==> src/rtl/alu_regfile_datapath_pkg.sv <==
// Shared widths and opcode encodings for the
// execution datapath.
package dp_pkg;

  localparam int DP_DATA_W = 16;
  localparam int DP_ADDR_W = 3;

  localparam logic [3:0] OP_ADDI = 4'b0001;
  localparam logic [3:0] OP_ADD  = 4'b0010;
  localparam logic [3:0] OP_SUB  = 4'b0011;
  localparam logic [3:0] OP_AND  = 4'b0100;
  localparam logic [3:0] OP_OR   = 4'b0101;
  localparam logic [3:0] OP_XOR  = 4'b0110;
  localparam logic [3:0] OP_NOT  = 4'b0111;
  localparam logic [3:0] OP_JMP  = 4'b1000;
  localparam logic [3:0] OP_SHL  = 4'b1001;
  localparam logic [3:0] OP_SHR  = 4'b1010;
  localparam logic [3:0] OP_BR   = 4'b1100;
  localparam logic [3:0] OP_OUT  = 4'b1111;

endpackage

==> src/rtl/alu_regfile_datapath_if.sv <==
// Decoder <-> datapath bus: register addresses,
// write port, opcode and ALU results.
interface alu_regfile_datapath_if
  import dp_pkg::*;
#(
  parameter int DATA_W = DP_DATA_W,
  parameter int ADDR_W = DP_ADDR_W
);

  logic [ADDR_W-1:0] address_a;
  logic [ADDR_W-1:0] address_b;
  logic              write_enable;
  logic [DATA_W-1:0] write_data;
  logic [3:0]        opcode;
  logic [DATA_W-1:0] data_a;
  logic [DATA_W-1:0] data_b;
  logic [DATA_W-1:0] alu_result;
  logic              zero;

  modport master (
    output address_a, address_b,
    output write_enable, write_data,
    output opcode,
    input  data_a, data_b,
    input  alu_result, zero
  );

  modport slave (
    input  address_a, address_b,
    input  write_enable, write_data,
    input  opcode,
    output data_a, data_b,
    output alu_result, zero
  );

endinterface

==> src/rtl/alu_regfile_datapath_regbank.sv <==
// Register storage: sync reset, one sync write
// port, two async read ports, no bypass.
module dp_regbank
  import dp_pkg::*;
#(
  parameter int DATA_W = DP_DATA_W,
  parameter int ADDR_W = DP_ADDR_W
) (
  input  logic              clk,
  input  logic              rst_n,
  input  logic [ADDR_W-1:0] address_a,
  input  logic [ADDR_W-1:0] address_b,
  input  logic              write_enable,
  input  logic [DATA_W-1:0] write_data,
  output logic [DATA_W-1:0] data_a,
  output logic [DATA_W-1:0] data_b
);

  localparam int DEPTH = 2 ** ADDR_W;

  logic [DATA_W-1:0] regs [DEPTH];

  always_ff @(posedge clk) begin
    if (!rst_n) begin
      for (int i = 0; i < DEPTH; i++)
        regs[i] <= '0;
    end else if (write_enable) begin
      regs[address_a] <= write_data;
    end
  end

  assign data_a = regs[address_a];
  assign data_b = regs[address_b];

endmodule

==> src/rtl/alu_regfile_datapath.sv <==
// Execution datapath: register bank plus a
// combinational ALU over its two read values.
module alu_regfile_datapath
  import dp_pkg::*;
#(
  parameter int DATA_W = DP_DATA_W,
  parameter int ADDR_W = DP_ADDR_W
) (
  input logic                  clk,
  input logic                  rst_n,
  alu_regfile_datapath_if.slave bus
);

  logic [DATA_W-1:0] a;
  logic [DATA_W-1:0] b;
  logic [DATA_W-1:0] res;

  dp_regbank #(
    .DATA_W (DATA_W),
    .ADDR_W (ADDR_W)
  ) u_regbank (
    .clk          (clk),
    .rst_n        (rst_n),
    .address_a    (bus.address_a),
    .address_b    (bus.address_b),
    .write_enable (bus.write_enable),
    .write_data   (bus.write_data),
    .data_a       (a),
    .data_b       (b)
  );

  // Unlisted opcodes pass a through so loads
  // and branches can reuse the result path.
  always_comb begin
    res = a;
    case (bus.opcode)
      OP_ADD: res = a + b;
      OP_SUB: res = a - b;
      OP_AND: res = a & b;
      OP_OR:  res = a | b;
      OP_XOR: res = a ^ b;
      OP_NOT: res = ~a;
      OP_SHL: res = a << b[3:0];
      OP_SHR: res = a >> b[3:0];
      default: res = a;
    endcase
  end

  assign bus.data_a     = a;
  assign bus.data_b     = b;
  assign bus.alu_result = res;
  assign bus.zero       = (res == '0);

endmodule

==> src/flat_wrapper.sv <==
// flat-port wrapper written by rule: the top's interface ports become plain ports
module alu_regfile_datapath_flat import dp_pkg::*;
#(
  parameter int DATA_W = DP_DATA_W,
  parameter int ADDR_W = DP_ADDR_W
)
  (clk, rst_n, bus_address_a, bus_address_b, bus_write_enable, bus_write_data, bus_opcode, bus_data_a, bus_data_b, bus_alu_result, bus_zero);
  alu_regfile_datapath_if #(.DATA_W(DATA_W), .ADDR_W(ADDR_W)) bus_i ();
  input logic clk;
  input logic rst_n;
  input wire logic [$bits(bus_i.address_a)-1:0] bus_address_a;
  input wire logic [$bits(bus_i.address_b)-1:0] bus_address_b;
  input wire logic [$bits(bus_i.write_enable)-1:0] bus_write_enable;
  input wire logic [$bits(bus_i.write_data)-1:0] bus_write_data;
  input wire logic [$bits(bus_i.opcode)-1:0] bus_opcode;
  output wire logic [$bits(bus_i.data_a)-1:0] bus_data_a;
  output wire logic [$bits(bus_i.data_b)-1:0] bus_data_b;
  output wire logic [$bits(bus_i.alu_result)-1:0] bus_alu_result;
  output wire logic [$bits(bus_i.zero)-1:0] bus_zero;
  assign bus_i.address_a = bus_address_a;
  assign bus_i.address_b = bus_address_b;
  assign bus_i.write_enable = bus_write_enable;
  assign bus_i.write_data = bus_write_data;
  assign bus_i.opcode = bus_opcode;
  assign bus_data_a = bus_i.data_a;
  assign bus_data_b = bus_i.data_b;
  assign bus_alu_result = bus_i.alu_result;
  assign bus_zero = bus_i.zero;
  alu_regfile_datapath #(.DATA_W(DATA_W), .ADDR_W(ADDR_W)) u_core (.clk(clk), .rst_n(rst_n), .bus(bus_i));
endmodule
==> config.mk <==
export PLATFORM = sky130hd
export DESIGN_NAME = alu_regfile_datapath_flat
export DESIGN_NICKNAME = d
export VERILOG_FILES = /design/src/rtl/alu_regfile_datapath_pkg.sv /design/src/rtl/alu_regfile_datapath_if.sv /design/src/rtl/alu_regfile_datapath_regbank.sv /design/src/rtl/alu_regfile_datapath.sv /design/src/flat_wrapper.sv
export SDC_FILE = /design/constraint.sdc
export NUM_CORES = 1
export LEC_CHECK = 0
export BUFFER_PORTS_ARGS = -buffer_cell sky130_fd_sc_hd__buf_2
export CORE_MARGIN = 2
export CORE_UTILIZATION = 55
export DETAILED_ROUTE_END_ITERATION = 8
export PLACE_DENSITY = 0.7
export SLEW_MARGIN = 15
export SYNTH_ARGS = -nofsm -noshare
export SYNTH_HDL_FRONTEND = slang
export SYNTH_SLANG_ARGS = --single-unit
==> constraint.sdc <==
create_clock -name clk -period 6.95 [get_ports clk]
set_clock_uncertainty 0.05 [all_clocks]
set_input_delay 0.695 -clock clk [delete_from_list [all_inputs] [get_ports clk]]
set_output_delay 0.695 -clock clk [all_outputs]
set_load 0.03 [all_outputs]
### Yosys cells after proc, flatten, opt, wreduce, memory -nomap -nowiden

Memory sizes are Yosys's and may differ from the RTL's.
Index checks and enable logic that the tools add are counted.
W data, S select, Z words.

| word-level totals | value |
|---|---|
| register bits | 0 |
| latch bits | 0 |
| RAM bits | 128 |
| bits in read-only memories | 0 |
| output and inout port bits | 49 |
| logic and storage cells | 27 |
| memories | 1 |

Memory list:

| name | depth | width | read ports | clocked after memory_dff | wr ports | RTL line | source |
|---|---|---|---|---|---|---|---|
| u_core.u_regbank.regs | 8 | 16 | 2 | 0 | 8 | alu_regfile_datapath_regbank.sv:21 | `logic [DATA_W-1:0] regs [DEPTH];` |

| cells by class | value |
|---|---|
| add/sub/neg operators | 2 |
| $mul | 0 |
| divide/modulo/power cells | 0 |
| order comparisons | 0 |
| equal/unequal tests | 8 |
| shifts and indexed selects | 2 |
| multiplexer cells | 8 |
| bitwise operators | 4 |
| reduce and logical (&&, ||, !) cells | 2 |

Operators by type and width:

| cell | count |
|---|---|
| $pmux W16 S8 | 1 |
| $add A16 B16 Y16 | 1 |
| $and A16 B16 Y16 | 1 |
| $eq A4 B3 Y1 const B | 4 |
| $logic_not A16 Y1 | 1 |
| $mux W16 | 1 |
| $not A16 Y16 | 1 |
| $or A16 B16 Y16 | 1 |
| $reduce_or A16 Y1 | 1 |
| $shl A16 B4 Y16 | 1 |
| $shr A16 B4 Y16 | 1 |
| $sub A16 B16 Y16 | 1 |
| $xor A16 B16 Y16 | 1 |
| $eq A4 B2 Y1 const B | 2 |
| $eq A4 B4 Y1 const B | 2 |
| $mux W1 | 5 |
| $mux W3 | 1 |

### Depth between registers and ports, before layout

Gate-level depths: netlist of run 1.

| logic depth | value |
|---|---|
| depth after elaboration | 5 |
| mapped depth | 22 |

### By module

From an unflattened synthesis of run 1, not the netlist that was laid out.

| second synthesis, totals | value |
|---|---|
| cells, all modules | 952 |
| area, all modules | 10797.9 um2 |

Modules (own cells, without submodules):

| module | times used | cells an instance | area each (um2) | sequential area each (um2) |
|---|---|---|---|---|
| dp_regbank | 1 | 409 | 6847.8 | 3843.7 |
| alu_regfile_datapath | 1 | 543 | 3950.0 | 0.0 |

### Worst setup path before layout of run 1

Ideal clock, no wire load.

| path | value |
|---|---|
| kind | input-to-output |
| start point | in bus_address_b[2] |
| end point | out bus_zero |
| arrival | 6.190 ns |
| required time | 6.205 ns |
| path slack | 0.015 ns |
| stages on the path | 22 |
| path through | buf_2 clkbuf_1 mux4_2 mux2i_1 buf_2 buf_2 buf_1 ha_1 nand2_1 o21ai_0 xnor2_1 ha_1 and3_1 a211oi_1 nand2_1 a21o_1 a21oi_1 xnor2_1 a211o_1 nand4bb_1 or4b_1 nor4_2 |

| between the ends | value |
|---|---|
| longest elaborated chain between the ends | 4 |
| elaborated cells between the ends (all ways) | 10 |

RTL lines:

| element | RTL line | source |
|---|---|---|
| start: declaration | flat_wrapper.sv:12 | `input wire logic [$bits(bus_i.address_b)-1:0] bus_address_b;` |
| $mem_v2 Z8 W16 (*) | -- |  |
| $sub A16 B16 Y16 (tied with other cells) | alu_regfile_datapath.sv:38 | `OP_SUB: res = a - b;` |
| $pmux W16 S8 (*) | alu_regfile_datapath.sv:36 | `case (bus.opcode)` |
| named net bus_alu_result[8] | flat_wrapper.sv:18 | `output wire logic [$bits(bus_i.alu_result)-1:0] bus_alu_result;` |
| $logic_not A16 Y1 (*) | alu_regfile_datapath.sv:52 | `assign bus.zero = (res == '0);` |
| end: declaration | flat_wrapper.sv:19 | `output wire logic [$bits(bus_i.zero)-1:0] bus_zero;` |

Mark *: on every way through the listed nets, which the timed path passes. The rest lies on a longest branch.

### Final worst setup path of run 1

| path | value |
|---|---|
| start point | in bus_address_b[0] |
| end point | out bus_zero |

| between the ends | value |
|---|---|
| longest elaborated chain between the ends | 4 |
| elaborated cells between the ends (all ways) | 10 |

RTL lines:

| element | RTL line |
|---|---|
| $mem_v2 Z8 W16 (*) | -- |
| $sub A16 B16 Y16 (tied with other cells) | alu_regfile_datapath.sv:38 |
| $pmux W16 S8 (*) | alu_regfile_datapath.sv:36 |
| $logic_not A16 Y1 (*) | alu_regfile_datapath.sv:52 |

Mark *: on every way between the ends. The rest lies on a longest branch, timed or not.

==> summary.md, run 1 <==
| Metric | Value |
|---|---|
| Post-synth EDFFs | 128 |
| Hold path startpoint | bus_write_data[2] |
| Post-CTS resize count | 0 |
| HPWL after detailed placement | 24,900 µm |
| Hold depth | 2 |
| Leakage Power | 4.59 nW |
| Startpoint Class | input port |
| Chip height | 142 µm |
| Root Buffer | clkbuf_16 |
| Critical path type | input port to output port |
| First DRT Iteration DRCs | 1,132 |
| PortBufs | 77 |
| Die width | 142 µm |
| Cells after Synth | 958 |
| Synth Register Bits | 128 |
| Sequential cell area fraction in the yosys report | 36.7% |
| Pins Over Slew Limit | 0 |
| Post-synthesis mux area share | 21.3% |
| CP arrival | 5.74 ns |
| Final hold vios | 0 |
| Hold WS | 0.577 ns |
| Top_reg_cell synth | edfxtp_1 |
| Biggest regs | u_core.u_regbank.regs (128) |
| Max reg flops | 128 |
| Cell Area, Synth | 10,500 µm² |
| Crit path largest cell delay | 0.62 ns |
| Setup repair bufs after CTS | 0 |
| Core area | 18,700 µm² |
| Post-DR vias/cell | 6.86 |
| Adder-cell share of the synthesized area | 6.16% |
| Clock-pin slew on the worst setup and hold paths | 0.06 ns |
| Maximum vdd ir drop | 0.270 mV |
| DR DRC count | 0 |
| Most used cell along the critical path | buf_2 |
| Cells taking the most area after synthesis | edfxtp_1 37%, mux4_2 12%, and2_1 7.8%, ha_1 6.0%, mux2i_1 3.7% |
| Total number of vias | 8,816 |
| Fmax | 154 MHz |
| CTS tree | done |
| Layout Nets | 1,118 |
| Fill cell count | 1,527 |
| Final period utilization | 93.3% |
| Register area | 3840 µm² |
| Post-Route Setup TNS | 0 ns |
| Max Cap Violations | 0 |
| Biggest register | u_core.u_regbank.regs |
| RSZ-0062 raised after global routing | no |
| Syn_area_per_cell | 10.9 µm² |
| Worst-path cell chain | buf_2 > mux4_2 > mux2i_4 > inv_2 > buf_4 > xnor2_1 > ha_1 > nor2b_1 > o21a_1 > or3_1 > a31o_2 > a31oi_1 > a32oi_1 > a211oi_1 > nand4bb_1 > or4b_1 > nor4_2 > buf_2 |
| Post-synthesis compound-gate area fraction | 13.1% |
| Most frequent cell after synthesis | and2_1 |
| GRT Total Usage | 35.1% |
| Routed len/inst | 27.1 µm |
| Worst Hold End | u_core.u_regbank.regs[2][2] |
| Area Overhead vs Synth | 12.8% |
| Unique masters post-synth | 73 |
| I/O Pins | 78 |
| Buf+Inv Stages, Crit Path | 4 |
| Total congestion overflow | 0 |
| CTS sink cnt | 128 |
| Main combinational cell family by area after synthesis | multiplexers |
| Die area | 20,200 µm² |
| Antenna violations before repair | 0 |
| Critical path fanouts, max | 19 |
| Relative slew slack | 19.7% |
| Detail Route Antenna Nets | 0 |
| Yosys warnings | 0 |
| Vias in the first global route | 8,455 |
| Worst EP required | 6.20 ns |
| Pin count of the biggest net entering global routing | 36 |
| Clock Path Buffers | 2 |
| Global-route wire length before repair | 52,000 µm |
| Ys async rst share | 0% |
| Least-Margin Pin Slew | 1.20 ns |
| Post-route cell area | 11,800 µm² |
| Share of cells above drive strength 1 | 24.7% |
| Row count | 50 |
| Htree depth | 4 |
| CP delay by family, top | simple AND/OR/NAND/NOR gates |
| TritonRoute pass-1 iters | 6 |
| Ant. Diodes | 0 |
| Cts bufs inserted | 17 |
| Dpl cell area | 11,200 µm² |
| Final setup viols | 0 |
| Slowest CP cell | mux4_2 |
| Status | finished clean |
| Synth cell count leaders | 130 x and2_1, 128 x edfxtp_1, 66 x nor2_1 |
| Synth Area in Simple Gates | 16.2% |
| Synth Area in XOR/XNOR | 2.26% |
| Gp weighted congestion | 1.05 |
| Clock period minus final worst setup slack | 6.49 ns |
| Total wire length | 34,800 µm |
| PwrDens | 243 nW/µm² |
| Dominant cell type by area after synthesis | edfxtp_1 |
| Footprint of the multi-input gates | 6250 µm² |
| Synth top area share | 36.7% |
| Fin util | 63.2% |
| Hold Path Class | input port to flop |
| Initial Util | 56.0% |
| Post-synth net total | 1,038 |
| Crit. End Element | output port |
| Post-CTS Hold Fix Bufs | 0 |
kinds of logic after synthesis:
family | after synthesis
muxes | 133
DFF | 128
and+or+nand+nor | 321
adders and majority gates | 51
AOI/OAI and AO/OA | 202
xor gates and xnor gates | 27
buffers and inverters | 96
placed cells by master (no fill, tap or decap), drive strengths merged, types with 12 or more instances in the layout:
cell    count
and2      130
o211ai     13
nand3      13
inv        41
mux2i      44
clkbuf     19
a22oi      12
o21ai      38
edfxtp    128
mux2       26
nor3       19
nand2      51
nand2b     13
a21oi      42
buf       118
xnor2      21
mux4       63
nor2       66
ha         50
o221ai     15
a211oi     22
stage by stage:
step	setup slack, ns	total power [mW]	std cells
after floorplan	0.0151	1.65	958
after global placement	0.558	1.96	1253
after detailed placement	0.529	1.96	1253
after CTS	0.529	2.85	1285
after global routing	0.208	2.97	1285
final	0.463	2.87	1285
routing by layer:
metal  share of wire, %  vias up  GRT usage (%)  routed length [µm]
li1                   -     3818              -                   -
met1                 37     4244           44.6               12900
met2                 48      601           57.8               16800
met3                8.8      153           5.62                3070
met4                6.0        0           19.1                2090
met5                  0        -              0                   0
how the worst max path moves through the flow:
| stage | start | to | slack, ns | depth (start not counted) |
|---|---|---|---|---|
| after CTS | bus_address_b[0] | bus_zero | 0.53 | 19 |
| after global routing | bus_address_b[0] | bus_zero | 0.21 | 20 |
| after detailed placement | bus_address_a[1] | bus_zero | 0.53 | 17 |
| final | bus_address_b[0] | bus_zero | 0.46 | 18 |
| after floorplan | bus_address_b[2] | bus_zero | 0.02 | 22 |
| after global placement | bus_address_a[1] | bus_zero | 0.56 | 17 |
where the power goes:
group,internal (mW),total (mW),switching (mW),leakage [nW]
registers,0.900,0.926,0.0261,1.23
clock network,0.564,0.894,0.330,0.280
logic,0.374,1.05,0.680,3.09
area by class of cell:
cell class / count / share of cell area [%]
clock buffers: 19 / 3.66
clock inverters: 13 / 1.37
inverters: 39 / 1.24
multi-input cells: 734 / 52.9
flip-flops and latches: 128 / 32.5
well taps: 234 / 2.48
repair buffers: 118 / 5.86
Note: power is estimated with default switching activity, not from simulation.
==> inputs of run 2 (changes only) <==
Settings changed: CAP_MARGIN set to 10, CORE_UTILIZATION 55 to 44, PLACE_DENSITY 0.7 to 0.57.
==> run 2 against run 1 <==
Net effect: routed wire length fell by 0.81%; via count down 4.3%; critical path depth grew 1; first-iteration DRC count down 29%; hold slack better by 0.0046 ns; clock power increased by 6.7%; largest power group unchanged.
==> summary.md, run 2 (same netlist as run 1, synthesis figures left out) <==
| Metric | Value |
|---|---|
| First DRT Iteration DRCs | 801 (was 1,132) |
| Detail Route Antenna Nets | 0 (unchanged) |
| Clock-pin slew on the worst setup and hold paths | 0.06 ns (about the same) |
| Routed len/inst | 25.2 µm (was 27.1 µm) |
| HPWL after detailed placement | 24,900 µm (about the same) |
| CTS tree | done (unchanged) |
| Cts bufs inserted | 17 (unchanged) |
| Area Overhead vs Synth | 14.8% (was 12.8%) |
| Total wire length | 34,600 µm (was 34,800 µm) |
| Clock power share | 32.6% (was 31.1%) |
| Htree depth | 4 (unchanged) |
| Antenna violations before repair | 0 (unchanged) |
| Vias in the first global route | 8,604 (was 8,455) |
| Dpl cell area | 11,400 µm² (was 11,200 µm²) |
| Slowest CP cell | mux4_2 (unchanged) |
| Post-CTS Hold Fix Bufs | 0 (unchanged) |
| Worst EP required | 6.20 ns (about the same) |
| Flop pwr share | 31.6% (was 32.2%) |
| Clock period minus final worst setup slack | 6.34 ns (was 6.49 ns) |
| Switch share | 35.6% (was 36.0%) |
| Gp weighted congestion | 0.989 (was 1.05) |
| Leakage Power | 4.64 nW (was 4.59 nW) |
| Pin count of the biggest net entering global routing | 36 (unchanged) |
| Total congestion overflow | 0 (unchanged) |
| RSZ-0062 raised after global routing | no (unchanged) |
| Die area | 25,100 µm² (was 20,200 µm²) |
| Relative slew slack | 27.0% (was 19.7%) |
| PwrDens | 243 nW/µm² (about the same) |
| Clock Path Buffers | 2 (unchanged) |
| Status | finished clean (unchanged) |
| Critical path type | input port to output port (unchanged) |
| Final hold vios | 0 (unchanged) |
| Crit path largest cell delay | 0.52 ns (was 0.62 ns) |
| Post-DR vias/cell | 6.14 (was 6.86) |
| Startpoint Class | input port (unchanged) |
| Root Buffer | clkbuf_16 (unchanged) |
| Least-Margin Pin Slew | 1.10 ns (was 1.20 ns) |
| Psw | 1.04 mW (about the same) |
| CTS sink cnt | 128 (unchanged) |
| GRT Total Usage | 28.4% (was 35.1%) |
| Ant. Diodes | 0 (unchanged) |
| Final period utilization | 91.3% (was 93.3%) |
| Pins Over Slew Limit | 0 (unchanged) |
| Gate power share | 35.8% (was 36.7%) |
| PortBufs | 77 (unchanged) |
| Post-route cell area | 12,000 µm² (was 11,800 µm²) |
| Power consumption | 2.93 mW (was 2.87 mW) |
| Final setup viols | 0 (unchanged) |
| Max Cap Violations | 0 (unchanged) |
| Max reg flops | 128 (unchanged) |
| Setup repair bufs after CTS | 0 (unchanged) |
| Share of cells above drive strength 1 | 25.8% (was 24.7%) |
| I/O Pins | 78 (unchanged) |
| Chip height | 158 µm (was 142 µm) |
| Post-Route Setup TNS | 0 ns (unchanged) |
| TritonRoute pass-1 iters | 5 (was 6) |
| Fmax | 158 MHz (was 154 MHz) |
| Critical path fanouts, max | 26 (was 19) |
| Biggest regs | u_core.u_regbank.regs (128) (unchanged) |
| DR DRC count | 0 (unchanged) |
| Initial Util | 44.8% (was 56.0%) |
| Crit. End Element | output port (unchanged) |
| Global-route wire length before repair | 52,400 µm (was 52,000 µm) |
| Die width | 158 µm (was 142 µm) |
| Internal power component | 1.88 mW (was 1.84 mW) |
| Leading cell type in the layout, fill and taps excluded | and2_1 (unchanged) |
| Worst-path cell chain | buf_2 > buf_12 > mux4_2 > mux2i_1 > o2111a_1 > nand3_1 > or2_1 > nand2_1 > xnor2_1 > ha_1 > a21oi_1 > nand3_1 > xnor2_1 > nor2_1 > o32a_1 > nand4bb_1 > or4b_1 > nor4_2 > buf_2 (was buf_2 > mux4_2 > mux2i_4 > inv_2 > buf_4 > xnor2_1 > ha_1 > nor2b_1 > o21a_1 > or3_1 > a31o_2 > a31oi_1 > a32oi_1 > a211oi_1 > nand4bb_1 > or4b_1 > nor4_2 > buf_2) |
| Post-CTS resize count | 0 (unchanged) |
| CP arrival | 5.60 ns (was 5.74 ns) |
| Most frequent cells in the layout | 130 x and2_1, 128 x edfxtp_1, 77 x buf_2, 60 x nor2_1, 55 x mux4_2 (was 130 x and2_1, 128 x edfxtp_1, 77 x buf_2, 66 x nor2_1, 55 x mux4_2) |
| Maximum vdd ir drop | 0.249 mV (was 0.270 mV) |
| Biggest register | u_core.u_regbank.regs (unchanged) |
| Total number of vias | 8,438 (was 8,816) |
| Layout Nets | 1,122 (was 1,118) |
| Row count | 56 (was 50) |
| Hold Path Class | input port to flop (unchanged) |
| Core area | 23,400 µm² (was 18,700 µm²) |
[run 2: cell count changes in the layout (fill, tap and decap cells not counted), moves of 2 or more]
| cell | before | now |
|---|---|---|
| clkinvlp_4 | 4 | 1 |
| clkinv_4 | 1 | 5 |
| nor2_2 | 0 | 6 |
| clkbuf_1 | 2 | 0 |
| buf_4 | 41 | 44 |
| nor2_1 | 66 | 60 |
[run 2: routing by layer]
layer | track usage [%] | share of wire [%] | vias up
met5 | 0 | 0 | -
met1 | 35.8 | 41 | 4136
met4 | 13.3 | 4.2 | 0
met3 | 3.35 | 5.5 | 98
li1 | - | - | 3825
met2 | 48.8 | 49 | 379
[run 2: path summary, 6_finish.rpt]
check	from	end	slack, ns	cells past startpoint
worst max-delay path	bus_address_b[0]	bus_zero	0.61	19
worst min-delay path	bus_write_data[13]	u_core.u_regbank.regs[6][13]	0.58	2
[run 2: power groups by stage]
stage | Sequential, mW | Clock (mW) | Combinational [mW]
2_1_floorplan | 0.928 | 0 | 0.723
3_3_place_gp | 0.939 | 0 | 1.03
3_5_place_dp | 0.940 | 0 | 1.03
4_1_cts | 0.924 | 0.958 | 1.03
5_1_grt | 0.930 | 0.989 | 1.13
6_report | 0.924 | 0.954 | 1.05
[run 2: layout make-up]
cell class / count / area, µm²
clock buffer: 17 / 425
clock inverter: 15 / 208
fill: 2183 / 11400
inverter: 39 / 146
multi-input combinational: 734 / 6270
sequential: 128 / 3840
tap: 319 / 399
timing repair buffer: 122 / 736
[run 2: stage by stage]
step | setup slack (ns) | instances | utilization [%] | hold slack [ns]
detailed placement | 0.635 | 1342 | 48.7 | 1.01
floorplan | 0.0151 | 958 | - | 0.843
global route | 0.361 | 1374 | 51.4 | 0.598
global placement | 0.738 | 1342 | 48.7 | 1.01
finish | 0.608 | 1374 | 51.4 | 0.582
CTS | 0.637 | 1374 | 51.4 | 0.577
[run 2: critical path: cells and delay by family]
family / cells / cell delay [ns]
compound gates: 3 / 0.87
fa+ha+maj: 1 / 0.31
simple gates: 8 / 1.67
buf+inv: 3 / 0.81
xor+xnor: 2 / 0.33
mux: 2 / 0.90
==> inputs of run 3 (changes only) <==
Settings changed: PLACE_DENSITY 0.57 to unset.
==> run 3 against run 2 <==
Net effect: final area fell by 0.68%; critical path depth unchanged; utilization shrank 0.35 points; sequential cell count did not move; die area is the same; sequential power about the same; power shrank 2.4%; maximum frequency decreased by 0.22%; global-route usage is 0.79 points lower; setup slack got worse by 0.014 ns; largest cell class unchanged; highest routed layer unchanged.
==> summary.md, run 3 (same netlist as run 1, synthesis figures left out) <==
| Metric | Value |
|---|---|
| Status | finished clean (unchanged) |
| Pin count of the biggest net entering global routing | 36 (unchanged) |
| Routed len/inst | 24.7 µm (was 25.2 µm) |
| Psw | 1.02 mW (was 1.04 mW) |
| Biggest register | u_core.u_regbank.regs (unchanged) |
| Switch share | 35.7% (was 35.6%) |
| DP Cell Count | 1,338 (was 1,342) |
| Met1 Usage GRT | 34.9% (was 35.8%) |
| Setup crit end | bus_zero (unchanged) |
| Area Overhead vs Synth | 14.0% (was 14.8%) |
| Hold Path Class | input port to flop (unchanged) |
| RSZ-0062 raised after global routing | no (unchanged) |
| Vias in the first global route | 8,390 (was 8,604) |
| Detail Route Antenna Nets | 0 (unchanged) |
| PortBufs | 77 (unchanged) |
| GRT Total Usage | 27.6% (was 28.4%) |
| Relative slew slack | 21.8% (was 27.0%) |
| TritonRoute pass-1 iters | 5 (unchanged) |
| Final period utilization | 91.5% (was 91.3%) |
| Post-CTS resize count | 0 (unchanged) |
| Worst EP required | 6.20 ns (about the same) |
| Leading cell type in the layout, fill and taps excluded | and2_1 (unchanged) |
| Post-Route Setup TNS | 0 ns (unchanged) |
| Initial Util | 44.8% (unchanged) |
| Startpoint Class | input port (unchanged) |
| Clock Path Buffers | 2 (unchanged) |
| Flop pwr share | 32.4% (was 31.6%) |
| Final hold vios | 0 (unchanged) |
| Share of cells above drive strength 1 | 24.8% (was 25.8%) |
| Post-Layout Cell Count | 1,370 (was 1,374) |
| Max reg flops | 128 (unchanged) |
| Clock power share | 31.4% (was 32.6%) |
| Chip height | 158 µm (unchanged) |
| Global-route wire length before repair | 51,200 µm (was 52,400 µm) |
| Post-DR vias/cell | 6.15 (was 6.14) |
| Antenna violations before repair | 0 (unchanged) |
| DR DRC count | 0 (unchanged) |
| Critical path type | input port to output port (unchanged) |
| Least-Margin Pin Slew | 1.17 ns (was 1.10 ns) |
| Final setup viols | 0 (unchanged) |
| CP arrival | 5.61 ns (was 5.60 ns) |
| Cts bufs inserted | 17 (unchanged) |
| Row count | 56 (unchanged) |
| Gp weighted congestion | 0.995 (was 0.989) |
| Internal power component | 1.84 mW (was 1.88 mW) |
| Slack of the critical path | 0.594 ns (was 0.608 ns) |
| Post-CTS Hold Fix Bufs | 0 (unchanged) |
| Gate power share | 36.2% (was 35.8%) |
| Total number of vias | 8,429 (was 8,438) |
| Setup repair bufs after CTS | 0 (unchanged) |
| Max Cap Violations | 0 (unchanged) |
| Core area | 23,400 µm² (unchanged) |
| Met2 Track Usage GR | 46.4% (was 48.8%) |
| I/O Pins | 78 (unchanged) |
| Power consumption | 2.86 mW (was 2.93 mW) |
| Critical path fanouts, max | 14 (was 26) |
| Hold WS | 0.579 ns (was 0.582 ns) |
| Htree depth | 4 (unchanged) |
| Clock period minus final worst setup slack | 6.36 ns (was 6.34 ns) |
| Placement Setup Slack | 0.634 ns (was 0.635 ns) |
| First DRT Iteration DRCs | 1,005 (was 801) |
| Total congestion overflow | 0 (unchanged) |
| Leakage Power | 4.59 nW (was 4.64 nW) |
| Die area | 25,100 µm² (unchanged) |
| Root Buffer | clkbuf_16 (unchanged) |
| Maximum vdd ir drop | 0.208 mV (was 0.249 mV) |
| Total wire length | 33,900 µm (was 34,600 µm) |
| Fmax | 157 MHz (was 158 MHz) |
| Top Usage Layer GRT | met2 (unchanged) |
| CTS tree | done (unchanged) |
| Biggest regs | u_core.u_regbank.regs (128) (unchanged) |
| Crit. End Element | output port (unchanged) |
| Clock-pin slew on the worst setup and hold paths | 0.06 ns (about the same) |
| Ant. Diodes | 0 (unchanged) |
| Die width | 158 µm (unchanged) |
| Most frequent cells in the layout | 130 x and2_1, 128 x edfxtp_1, 77 x buf_2, 64 x nor2_1, 55 x mux4_2 (was 130 x and2_1, 128 x edfxtp_1, 77 x buf_2, 60 x nor2_1, 55 x mux4_2) |
| Layout Nets | 1,118 (was 1,122) |
| CP Launch Point | bus_address_b[0] (unchanged) |
| Met3 usage | 4.79% (was 3.35%) |
| PwrDens | 239 nW/µm² (was 243 nW/µm²) |
| CTS sink cnt | 128 (unchanged) |
| Pins Over Slew Limit | 0 (unchanged) |
| HPWL after detailed placement | 24,300 µm (was 24,900 µm) |
## run 3: changes by cell type in the layout (fill, tap and decap cells not counted), sizes merged
cell	previous run	this run
clkinvlp	1	3
bufinv	4	3
clkbuf	17	18
clkinv	7	5
buf	122	118
## run 3: cell type report
type                            count  area, µm²
Timing Repair Buffer              118        706
Inverter                           39        146
Sequential cell                   128       3840
Tap cell                          319        399
Fill cell                        2157      11500
Clock inverter                     14        164
Multi-Input combinational cell    734       6260
Clock buffer                       18        429
## run 3: worst min-delay path by stage
stage | slack (ns) | endpoint | depth (start not counted) | start
detailed placement | 1.02 | u_core.u_regbank.regs[5][14] | 2 | bus_write_data[14]
CTS | 0.58 | u_core.u_regbank.regs[2][14] | 2 | bus_write_data[14]
floorplan | 0.84 | u_core.u_regbank.regs[0][0] | 1 | bus_write_data[0]
global placement | 1.01 | u_core.u_regbank.regs[4][9] | 2 | bus_write_data[9]
finish | 0.58 | u_core.u_regbank.regs[1][14] | 2 | bus_write_data[14]
global route | 0.60 | u_core.u_regbank.regs[7][14] | 2 | bus_write_data[14]
## run 3: power groups by stage
stage	registers, mW	logic (mW)	clock network [mW]
6_report	0.925	1.03	0.895
5_1_grt	0.930	1.11	0.929
4_1_cts	0.924	1.02	0.904
3_5_place_dp	0.940	1.02	0
3_3_place_gp	0.939	1.02	0
2_1_floorplan	0.928	0.723	0
## run 3: critical path: stages
cell and delay (ns):
buf_2 0.37, mux4_2 0.59, mux2i_4 0.28, ha_1 0.22
nand2_1 0.12, o21ai_0 0.24, xnor2_1 0.15, ha_1 0.30
and3_1 0.20, a211oi_1 0.32, nand2_1 0.14, a21o_1 0.20
a21oi_1 0.17, xnor2_1 0.10, a211o_1 0.30, nand4bb_1 0.21
or4b_1 0.51, nor4_2 0.24, buf_2 0.23
## run 3: stage by stage
step	utilization, %	instance area, µm²
after floorplan	-	10500
after global placement	48.5	11300
after detailed placement	48.5	11400
after CTS	51.1	11900
after global routing	51.1	11900
final	51.1	11900
## run 3: routing by layer
layer / part of all wire (%) / routed length, µm / up-vias
li1: - / - / 3826
met1: 40 / 13600 / 4067
met2: 48 / 16400 / 433
met3: 7.6 / 2590 / 103
met4: 3.8 / 1280 / 0
met5: 0 / 0 / -
